[config.mk]
export PLATFORM = sky130hd
export DESIGN_NAME = uart_rx_deser
export DESIGN_NICKNAME = d
export VERILOG_FILES = /design/src/rtl/uart_pkg.sv /design/src/rtl/uart_rx_sync.sv /design/src/rtl/uart_rx_deser.sv
export SDC_FILE = /design/constraint.sdc
export NUM_CORES = 1
export LEC_CHECK = 0
export BUFFER_PORTS_ARGS = -buffer_cell sky130_fd_sc_hd__buf_4
export CAP_MARGIN = 15
export CORE_ASPECT_RATIO = 0.8
export CORE_MARGIN = 2
export CORE_UTILIZATION = 57
export DETAILED_ROUTE_END_ITERATION = 12
export GPL_TIMING_DRIVEN = 1
export PLACE_DENSITY = 0.77
export SYNTH_ARGS = -nofsm -noshare
export SYNTH_HDL_FRONTEND = slang
export SYNTH_SLANG_ARGS = --single-unit
[constraint.sdc]
create_clock -name baud_clk -period 2 [get_ports baud_clk]
set_input_delay 0.2 -clock baud_clk [delete_from_list [all_inputs] [get_ports baud_clk]]
set_output_delay 0.2 -clock baud_clk [all_outputs]
set_load 0.1 [all_outputs]
[src/rtl/uart_pkg.sv]
// Shared definitions for the UART receive path.
// Contents:
//   rx_state_t   receiver FSM state encoding
//   PARITY_*     parity mode selectors (none / odd / even)
//   frame_bits() number of sampled bit periods after the start bit
package uart_pkg;

  // Receiver FSM states
  typedef enum logic [2:0] {
    ST_IDLE,
    ST_START,
    ST_DATA,
    ST_PARITY,
    ST_STOP,
    ST_BREAK
  } rx_state_t;

  localparam int PARITY_NONE = 0;
  localparam int PARITY_ODD  = 1;
  localparam int PARITY_EVEN = 2;

  // Data bits, plus an optional parity bit, plus the stop bits
  function automatic int frame_bits(input int data_bits, input int parity, input int stop_bits);
    return data_bits + ((parity != PARITY_NONE) ? 1 : 0) + stop_bits;
  endfunction

endpackage

[src/rtl/uart_rx_sync.sv]
// Two-flop synchroniser for the raw serial line.
// The flops reset to 1 so an idle (high) line never looks like a start bit
// while reset is being released.
// Ports:
//   baud_clk  in   oversampling clock
//   rst_n     in   asynchronous active-low reset
//   async_i   in   asynchronous serial input
//   sync_o    out  synchronised serial line
module uart_rx_sync (
  input  logic baud_clk,
  input  logic rst_n,
  input  logic async_i,
  output logic sync_o
);

  logic [1:0] sync_q;

  always_ff @(posedge baud_clk or negedge rst_n) begin
    if (!rst_n) begin
      sync_q <= 2'b11;
    end else begin
      sync_q <= {sync_q[0], async_i};
    end
  end

  assign sync_o = sync_q[1];

endmodule

[src/rtl/uart_rx_deser.sv]
// UART receive deserialiser.
// Oversamples the synchronised serial line, rejects false starts, shifts data
// in LSB first, checks parity and stop bits and offers each word on a
// valid/ready handshake. A word completing while the previous one is still
// held is dropped and flagged with a one-cycle overrun pulse.
// Optional build macro:
//   UART_RX_MAJORITY_EN  each bit decision is the 2-of-3 majority of the
//                        synchronised line around the bit centre; every
//                        decision (and thus rx_valid/overrun) lands one
//                        cycle later than in the single-sample build.
// Ports:
//   baud_clk    in   oversampling clock (OVERSAMPLE cycles per bit)
//   rst_n       in   asynchronous active-low reset
//   rx_in       in   raw serial line, idle high
//   rx_data     out  received word, valid while rx_valid
//   rx_valid    out  word available
//   rx_ready    in   consumer accepts word
//   parity_err  out  parity mismatch on the held word
//   frame_err   out  a stop bit was sampled low on the held word
//   overrun     out  one-cycle pulse when a completed frame is dropped
//   busy        out  receiver is not idle
module uart_rx_deser
  import uart_pkg::*;
#(
  parameter int DATA_BITS  = 8,
  parameter int PARITY     = PARITY_NONE,
  parameter int STOP_BITS  = 1,
  parameter int OVERSAMPLE = 16
) (
  input  logic                 baud_clk,
  input  logic                 rst_n,
  input  logic                 rx_in,
  output logic [DATA_BITS-1:0] rx_data,
  output logic                 rx_valid,
  input  logic                 rx_ready,
  output logic                 parity_err,
  output logic                 frame_err,
  output logic                 overrun,
  output logic                 busy
);

  localparam int NBITS = frame_bits(DATA_BITS, PARITY, STOP_BITS);
  localparam int CW    = $clog2(OVERSAMPLE) + 1;
  localparam int BW    = $clog2(NBITS + 1);

`ifdef UART_RX_MAJORITY_EN
  localparam int DEC_DELAY = 1;
`else
  localparam int DEC_DELAY = 0;
`endif

  // The start decision sits half a bit in; every later decision one full bit on
  localparam logic [CW-1:0] START_DEC = CW'(OVERSAMPLE / 2 - 1 + DEC_DELAY);
  localparam logic [CW-1:0] BIT_DEC   = CW'(OVERSAMPLE - 1);
  localparam logic [BW-1:0] LAST_DATA = BW'(DATA_BITS - 1);
  localparam logic [BW-1:0] LAST_BIT  = BW'(NBITS - 1);

  logic                 rxs;
  logic                 bitVal_d;
  logic                 frameDone_d;
  logic                 perr_d;
  logic                 ferr_d;
  logic                 parExp_d;

  rx_state_t            state_q;
  logic [CW-1:0]        cnt_q;
  logic [BW-1:0]        bitCnt_q;
  logic [DATA_BITS-1:0] shiftReg_q;
  logic                 stopErr_q;
  logic                 parErr_q;
  logic [DATA_BITS-1:0] rxData_q;
  logic                 rxValid_q;
  logic                 parityErr_q;
  logic                 frameErr_q;
  logic                 overrun_q;

  uart_rx_sync u_sync (
    .baud_clk (baud_clk),
    .rst_n    (rst_n),
    .async_i  (rx_in),
    .sync_o   (rxs)
  );

`ifdef UART_RX_MAJORITY_EN
  // The two previous synchronised samples; with the current one they form
  // the three-sample window ending on the decision edge
  logic [1:0] hist_q;

  always_ff @(posedge baud_clk or negedge rst_n) begin
    if (!rst_n) begin
      hist_q <= 2'b11;
    end else begin
      hist_q <= {hist_q[0], rxs};
    end
  end

  assign bitVal_d = (hist_q[1] & hist_q[0]) | (hist_q[1] & rxs) | (hist_q[0] & rxs);
`else
  assign bitVal_d = rxs;
`endif

  // Frame completion and the flags that go with the word being completed
  always_comb begin
    frameDone_d = (state_q == ST_STOP) && (cnt_q == BIT_DEC) && (bitCnt_q == LAST_BIT);
    ferr_d      = stopErr_q | ~bitVal_d;
    perr_d      = (PARITY != PARITY_NONE) && parErr_q;
    parExp_d    = (^shiftReg_q) ^ (PARITY == PARITY_ODD);
  end

  // Receiver FSM plus the output holding register and handshake
  always_ff @(posedge baud_clk or negedge rst_n) begin
    if (!rst_n) begin
      state_q     <= ST_IDLE;
      cnt_q       <= '0;
      bitCnt_q    <= '0;
      shiftReg_q  <= '0;
      stopErr_q   <= 1'b0;
      parErr_q    <= 1'b0;
      rxData_q    <= '0;
      rxValid_q   <= 1'b0;
      parityErr_q <= 1'b0;
      frameErr_q  <= 1'b0;
      overrun_q   <= 1'b0;
    end else begin
      overrun_q <= 1'b0;

      // A word still held and not being taken on this edge blocks the new one
      if (frameDone_d) begin
        if (rxValid_q && !rx_ready) begin
          overrun_q <= 1'b1;
        end else begin
          rxData_q    <= shiftReg_q;
          parityErr_q <= perr_d;
          frameErr_q  <= ferr_d;
          rxValid_q   <= 1'b1;
        end
      end else if (rxValid_q && rx_ready) begin
        rxValid_q <= 1'b0;
      end

      case (state_q)
        ST_IDLE: begin
          if (!rxs) begin
            state_q <= ST_START;
            cnt_q   <= '0;
          end
        end
        ST_START: begin
          if (cnt_q == START_DEC) begin
            cnt_q     <= '0;
            bitCnt_q  <= '0;
            stopErr_q <= 1'b0;
            parErr_q  <= 1'b0;
            state_q   <= bitVal_d ? ST_IDLE : ST_DATA;
          end else begin
            cnt_q <= cnt_q + CW'(1);
          end
        end
        ST_DATA: begin
          if (cnt_q == BIT_DEC) begin
            cnt_q      <= '0;
            bitCnt_q   <= bitCnt_q + BW'(1);
            shiftReg_q <= {bitVal_d, shiftReg_q[DATA_BITS-1:1]};
            if (bitCnt_q == LAST_DATA) begin
              state_q <= (PARITY != PARITY_NONE) ? ST_PARITY : ST_STOP;
            end
          end else begin
            cnt_q <= cnt_q + CW'(1);
          end
        end
        ST_PARITY: begin
          if (cnt_q == BIT_DEC) begin
            cnt_q    <= '0;
            bitCnt_q <= bitCnt_q + BW'(1);
            parErr_q <= (bitVal_d != parExp_d);
            state_q  <= ST_STOP;
          end else begin
            cnt_q <= cnt_q + CW'(1);
          end
        end
        ST_STOP: begin
          if (cnt_q == BIT_DEC) begin
            cnt_q     <= '0;
            bitCnt_q  <= bitCnt_q + BW'(1);
            stopErr_q <= ferr_d;
            // A low final stop bit means the line may be held low; wait it out
            if (bitCnt_q == LAST_BIT) begin
              state_q <= bitVal_d ? ST_IDLE : ST_BREAK;
            end
          end else begin
            cnt_q <= cnt_q + CW'(1);
          end
        end
        ST_BREAK: begin
          if (rxs) begin
            state_q <= ST_IDLE;
          end
        end
        default: begin
          state_q <= ST_IDLE;
        end
      endcase
    end
  end

  assign rx_data    = rxData_q;
  assign rx_valid   = rxValid_q;
  assign parity_err = parityErr_q;
  assign frame_err  = frameErr_q;
  assign overrun    = overrun_q;
  assign busy       = (state_q != ST_IDLE);

endmodule

======== Word-level counts from Yosys, hierarchy flattened ========
Cells that the tools add are included.
Widths: inputs -> output; s select.
storage, ports and cells
  input bits .............................. 4
  logic and storage cells ................. 79
  register bits after elaboration ......... 34
  output and inout port bits .............. 13
operators by class
  muxes and demuxes ....................... 26
  equal/unequal tests ..................... 19
  reductions and logical operators ........ 19
  bitwise gates (word level) .............. 3
  add/sub/neg operators ................... 2
operator list
  cell                 number
  $mux 3               9
  $pmux 3 s6           1
  $mux 5               3
  $pmux 5 s3           1
  $ne 2x2->1 const B   6
  $mux 4               2
  $ne 2x1->1 const B   4
  $pmux 4 s2           1
  $reduce_and 2->1     4
  $reduce_and 8->1     1
  $mux 1               7
  $eq 3x2->1 const B   2
  $eq 3x3->1 const B   2
  $reduce_and 3->1     2
  $reduce_bool 2->1    3
  $reduce_bool 3->1    2
  $add 5x1->5 const B  1
  $eq 5x3->1 const B   1
  $eq 5x4->1 const B   1
  $add 4x1->4 const B  1
  $eq 4x3->1 const B   1
  $eq 4x4->1 const B   1
  $logic_and 1x1->1    4
  $eq 3x1->1 const B   1
  7 further kinds      8

======== Logic depth before layout (Yosys ltp) ========
Gate-level depths: netlist of run 1.
  depth after elaboration ................. 5
  depth in mapped cells ................... 7
  mapped depth without buffers ............ 6

======== Modules after synthesis ========
A second synthesis of run 1 with hierarchy kept.
unflattened totals
  cell total of the unflattened synthesis .. 146
  area total of the unflattened synthesis .. 1669.1 um2
modules (own cells, without submodules)
  module         cells an instance  area an instance (um2)  seq. area each (um2)  instances
  uart_rx_deser  144                1616.6                  800.8                 1
  uart_rx_sync   2                  52.6                    52.6                  1

======== Worst setup path after synthesis of run 1 ========
Ideal clock, no wire load.
  path kind ............................... register -> register
  from .................................... register state_q[1]
  to ...................................... register cnt_q[2]
  arrival ................................. 1.938 ns
  path buffers ............................ 1
  data required time ...................... 1.914 ns
  library setup time ...................... 0.086 ns
  setup slack ............................. -0.024 ns
  clock period less this slack ............ 2.024 ns
  cell stages (with the launch flop) ...... 6
  cell sequence ........................... dfrtp_1 -> clkbuf_1 -> nor2_1 -> nand2_1 -> and4_1 -> nor3_1
on the way
  longest elaborated chain between the ends .. 4
  elaborated cells between the ends (all ways) .. 10
  those cells by class .................... 5 x eq/ne; 1 x mux; 4 x reduce/logical
ends and longest elaborated chain
  what                                      line                  text
  start, declared                           uart_rx_deser.sv:65   rx_state_t state_q;
  start signal, assigned                    uart_rx_deser.sv:154  state_q <= bitVal_d ? ST_IDLE : ST_DATA;
  start signal, assigned                    uart_rx_deser.sv:165  state_q <= (PARITY != PARITY_NONE) ? ST_PARITY : ST_STOP;
  start signal, assigned                    uart_rx_deser.sv:188  state_q <= bitVal_d ? ST_IDLE : ST_BREAK;
  $eq 3x3->1 or $eq 3x2->1 (tied branches)  uart_rx_deser.sv:141  case (state_q)
  $reduce_or 3->1 (no line)                 --
  $reduce_bool 3->1 (no line)               --
  $reduce_and 2->1 (no line)                --
  end signal, assigned                      uart_rx_deser.sv:156  cnt_q <= cnt_q + CW'(1);
  end signal, assigned                      uart_rx_deser.sv:168  cnt_q <= cnt_q + CW'(1);
  end signal, assigned                      uart_rx_deser.sv:178  cnt_q <= cnt_q + CW'(1);
  end, declared                             uart_rx_deser.sv:66   logic [CW-1:0] cnt_q;
Parallel ways exist; a longest one is shown, timed or not.
A chain may end at the register's enable or synchronous reset.

======== Final worst setup path of run 1 ========
  from .................................... register bitCnt_q[0]
  to ...................................... register frameErr_q, in the netlist frame_err
on the way
  longest elaborated chain between the ends .. 3
ends and longest elaborated chain
  what                        line                  text
  start, declared             uart_rx_deser.sv:67   logic [BW-1:0] bitCnt_q;
  start signal, assigned      uart_rx_deser.sv:162  bitCnt_q <= bitCnt_q + BW'(1);
  start signal, assigned      uart_rx_deser.sv:174  bitCnt_q <= bitCnt_q + BW'(1);
  start signal, assigned      uart_rx_deser.sv:184  bitCnt_q <= bitCnt_q + BW'(1);
  $eq 4x4->1                  uart_rx_deser.sv:104  frameDone_d = (state_q == ST_STOP) && (cnt_q == BIT_DEC) && (bitCnt_q == LAST_BIT);
  $logic_and 1x1->1           uart_rx_deser.sv:104
  $reduce_and 2->1 (no line)  --
  end signal, assigned        uart_rx_deser.sv:134  frameErr_q <= ferr_d;
  end, declared               uart_rx_deser.sv:74   logic frameErr_q;
Every way passes these cells.

==> reports/qor.yml, run 1 <==
finish:
  ff_latch_area_um2: 853
  layout_commonest_cell: "dfrtp_1"
  multi_input_area_um2: 769
  fillCellCount: 210
  layout-drive-gt1-share_pct: 26.2
  fin_cells: 206
  diodes: 0
  layout_common_cells: "dfrtp_1, buf_4, nand2_1"
  fin_nets: 175
  final_util_pct: 70.5
  syn_to_final_growth_pct: 15.9
  final_cell_area_mm2: 0.00196
routing:
  routedWlPerCell_um: 16.9
  vias: 1228
  firstDrtPassIters: 4
  route.detailed.drc: 0
  vias_per_cell: 5.96
  drt_iter0_markers: 76
  routed_wl_mm: 3.47
  ant_nets: 0
clock_tree:
  clk_pin_slew_worst_paths_ps: 70
  cts_tree: "built"
  cts.repair.resized: 0
  root_buffer: "clkbuf_8"
  clock_path_buffers: 2
  cts.sinks: 34
  cts_hold_buf: 1
  clock_latency_ps: 290
  postCtsSetupRepairBufs: 0
  htreeDepth: 2
  cts_buffers: 5
floorplanning:
  io_pins: 17
  die_w_um: 65.0
  row_count: 17
  coreArea_mm2: 0.00279
  die_h_um: 52.8
  die_area_mm2: 0.00343
  initial_utilization_pct: 60.8
global_routing:
  grt_max_degree: 35
  grt_pass1_wl_mm: 5.99
  antenna_found_initial: 0
  grt_use_total_pct: 24.3
  overflow: 0
  first_global_vias: 1231
power_and_ir_drop:
  peakVddDrop_uv: 937
  power_density_mw_per_mm2: 1010
  p_switching_w: 0.000737
  power_frac_comb_pct: 30.4
  p_seq_share_pct: 43.4
  p_int_w: 0.00125
  leakage_nw: 0.943
  sw_frac_of_total_pct: 37.1
  power.share.clock_pct: 26.2
yosys:
  avgSynthCellArea_um2: 11.6
  yosysSeqAreaShare_pct: 50.4
  ys_async_sr_fraction_pct: 100
  synth-compound-area-share_pct: 12.0
  synth-simple-area-share_pct: 15.5
  syn_nets: 154
  syn_inst: 146
  syn_area_mm2: 0.00169
  synthMuxAreaShare_pct: 14.5
  ys_ff_latch: 34
  synth_xor_area_share_pct: 0
  synth_top_family_by_area: "simple AND/OR/NAND/NOR gates"
  synth_edf_count: 0
  synth_adder_area_share_pct: 2.95
  yosysWarnings: 0
  yosysUniqueCellTypes: 46
  ys.flop_type: "dfrtp_1"
sta:
  slew_viol_final: 0
  fin_skew_ps: 8.53
  fmax_ghz: 0.527
  fin_crit_ps: 1900
  fin_crit_sh_pct: 94.8
  setup_tns_ps: 0
  rsz0062_at_grt: "no"
  finalSetupViolations: 0
  finalHoldViolCount: 0
  fin_ws_ps: 103
critical_path:
  critPathLaunchType: "flip-flop"
  crit_fanout: 9
  required_ps: 2170
  worstSetupPathType: "flip-flop to flip-flop"
  endpoint_kind: "flip-flop"
  critical_path_arrival_ps: 2070
place:
  placed_cells: 197
  routabilityCongestion: 0.806
  placed_cell_area_mm2: 0.00186
  pre_cts_slack_ps: 144
  port_buffers: 15
  dp_hpwl_mm: 2.44
job:
  maxCapViolCount: 0
hold_path:
  holdCritPathClass: "input pin to flip-flop"
status:
  status: "completed"
-- synth_stat cells, types with 2 or more instances --
cell type,number,share of area (%)
dfrtp_1,32,47
nand2_1,12,2.7
mux2_4,9,8.0
a21oi_1,8,2.4
mux2_1,8,5.3
nor2_1,8,1.8
inv_1,6,1.3
a22o_1,5,2.6
o21ai_1,5,1.5
ha_1,4,3.0
buf_4,3,1.3
nand3_1,3,0.89
o21ai_0,3,0.89
and3b_1,2,1.0
buf_2,2,0.59
clkbuf_1,2,0.44
dfstp_2,2,3.1
nand2b_1,2,0.74
nand3b_1,2,0.89
o211ai_1,2,0.89
-- power by group through the flow --
stage          clock network (W)  logic [W]  registers, W
2_1_floorplan                  0   0.000458      0.000833
3_3_place_gp                   0   0.000554      0.000866
3_5_place_dp                   0   0.000587      0.000872
4_1_cts                 0.000526   0.000597      0.000859
5_1_grt                 0.000556   0.000661      0.000874
6_report                0.000521   0.000604      0.000861
-- cell type report --
type / count / area share, %
clock buffers: 8 / 4.59
repair buffers: 22 / 9.18
multi-input cells: 98 / 39.2
well taps: 38 / 2.42
inverters: 6 / 1.15
flip-flops and latches: 34 / 43.5
-- cell families after synthesis --
family                     Yosys count
AOI/OAI and AO/OA                   31
adders and majority gates            4
buffers and inverters               14
DFF                                 34
muxes                               19
other                                1
and+or+nand+nor                     43
-- state kept, by name (all words and copies together) (netlist names) --
name,count
bitCnt_q,4
cnt_q,5
frame_err,1
overrun,1
rx_data,8
rx_valid,1
shiftReg_q,8
state_q,3
stopErr_q,1
u_sync.sync_q,2
-- worst max-delay path, cell delays in order (launching register included) --
cell and delay (ps):
dfrtp_1 420, inv_1 110, ha_1 180, and3b_1 230, nand4_2 160, nor2b_2 200, buf_12 160, mux2_4 300
-- routing by layer --
layer	share of wire (%)	vias up	GRT usage, %
li1	-	561	-
met1	43	600	30.4
met2	49	54	39.2
met3	5.1	13	6.02
met4	2.7	0	13.1
met5	0	-	0
-- stage by stage --
step                      power, W  hold slack (ps)
after floorplan            0.00129            -95.6
after global placement     0.00142              159
after detailed placement   0.00146              168
after CTS                  0.00198             13.1
after global routing       0.00209             10.5
final                      0.00199             12.2
-- path summary, 6_finish.rpt --
kind	startpoint	endpoint	slack, ps	depth (start not counted)
max in group asynchronous	rst_n	u_sync.sync_q[1]	1280	2
worst max-delay path	bitCnt_q[0]	frame_err	100	7
worst min register to register	u_sync.sync_q[0]	u_sync.sync_q[1]	370	0
worst max register to register	bitCnt_q[0]	frame_err	100	7
worst min-delay path	rx_in	u_sync.sync_q[0]	10	1
min in group asynchronous	rst_n	state_q[2]	390	2
Note: power is estimated with default switching activity, not from simulation.
==> run 2: changes to the inputs <==
CORE_MARGIN = not set   (was 2)
REMOVE_ABC_BUFFERS = 1   (was not set)
==> reports/qor.yml, run 2 (synthesis gave the netlist of run 1 again) <==
sta:
  fin_skew_ps: 7.06
  relSlewSlack_pct: 61.2
  finalSetupViolations: 0
  fin_crit_sh_pct: 96.3
  rsz0062_at_grt: "no"
  fin_ws_ps: 73.8
  setup_tns_ps: 0
  finalHoldViolCount: 0
  fmax_ghz: 0.519
  fin_crit_ps: 1930
  worstMarginPinSlew_ps: 580
  slew_viol_final: 0
power_and_ir_drop:
  peakVddDrop_uv: 1020
  sw_frac_of_total_pct: 37.6
  power.share.clock_pct: 26.4
  p_switching_w: 0.000757
  p_seq_share_pct: 43.2
  leakage_nw: 0.950
  power_density_mw_per_mm2: 1020
  p_int_w: 0.00125
  power_frac_comb_pct: 30.4
clock_tree:
  htreeDepth: 2
  cts.repair.resized: 0
  cts_hold_buf: 1
  clk_pin_slew_worst_paths_ps: 60
  clock_latency_ps: 290
  clock_path_buffers: 2
  postCtsSetupRepairBufs: 0
  cts_tree: "built"
  root_buffer: "clkbuf_8"
  cts.sinks: 34
  cts_buffers: 5
routing:
  vias: 1212
  routed_wl_mm: 3.45
  route.detailed.drc: 0
  ant_nets: 0
  routedWlPerCell_um: 16.6
  vias_per_cell: 5.86
  firstDrtPassIters: 4
  drt_iter0_markers: 117
finish:
  fillCellCount: 210
  layout_commonest_cell: "dfrtp_1"
  layout-drive-gt1-share_pct: 27.2
  fin_nets: 176
  layout_common_cells: "dfrtp_1, buf_4, nand2_1"
  diodes: 0
  syn_to_final_growth_pct: 16.5
job:
  maxCapViolCount: 0
critical_path:
  critPathLaunchType: "flip-flop"
  worstSetupPathType: "flip-flop to flip-flop"
  ff2ff_path_depth: 6
  endpoint_kind: "flip-flop"
  critical_path_arrival_ps: 2100
  crit_fanout: 9
  required_ps: 2170
global_routing:
  overflow: 0
  grt_pass1_wl_mm: 5.69
  grt_max_degree: 35
  antenna_found_initial: 0
  grt_use_total_pct: 24.4
  first_global_vias: 1162
floorplanning:
  die_h_um: 50.8
  row_count: 17
  io_pins: 17
  die_w_um: 63.0
  initial_utilization_pct: 60.8
  coreArea_mm2: 0.00279
  die_area_mm2: 0.00320
status:
  status: "completed"
hold_path:
  hold_depth: 1
  holdCritPathClass: "input pin to flip-flop"
place:
  pre_cts_slack_ps: 117
  port_buffers: 15
  dp_hpwl_mm: 2.29
  routabilityCongestion: 0.840
## run 2: path summary, 6_finish.rpt
check                                 start               end  slack [ps]
max                                cnt_q[0]        rx_data[5]          70
max in group asynchronous             rst_n  u_sync.sync_q[0]        1280
min in group asynchronous             rst_n     shiftReg_q[2]         390
min                                   rx_in  u_sync.sync_q[0]          20
max reg2reg                        cnt_q[0]        rx_data[5]          70
min reg2reg                u_sync.sync_q[0]  u_sync.sync_q[1]         360
## run 2: cell type report
cell class	count	area (um2)	share of cell area, %
clock buffer	6	82.6	4.19
clock inverter	2	12.5	0.634
inverter	6	22.5	1.14
multi-input combinational	98	767	38.9
sequential	34	853	43.2
tap	38	47.5	2.41
timing repair buffer	23	188	9.51
## run 2: critical path: stages, from the launching register on
cell     delay (ps)
dfrtp_1         390
ha_1            180
and3b_1         350
nand4_2         210
nor2b_2         210
buf_12          160
mux2_4          310
## run 2: per-layer routing
metal  up-vias  routed length [um]  share of wire (%)  global-route usage (%)
li1        562                   -                  -                       -
met3         7                 209                6.1                    6.82
met1       599                1570                 46                    32.8
met5         -                   0                  0                       0
met2        44                1610                 47                    36.7
met4         0                  54                1.6                    10.9
## run 2: power groups by stage
stage               Sequential, W  Combinational (W)  Clock [W]
floorplan                0.000893           0.000361          0
global route             0.000878           0.000656   0.000575
finish                   0.000868           0.000611   0.000531
global placement         0.000867           0.000566          0
detailed placement       0.000876           0.000586          0
CTS                      0.000863           0.000599   0.000547
## run 2: per-stage QoR
stage                     cells  hold WS (ps)  cell area, um2  power [W]  utilization, %
after floorplan             138         -95.6            1640    0.00125               -
after global placement      198           162            1870    0.00143            67.0
after detailed placement    198           166            1870    0.00146            67.0
after CTS                   207          7.59            1970    0.00201            70.8
after global routing        207          6.91            1970    0.00211            70.8
final                       207          15.6            1970    0.00201            70.8
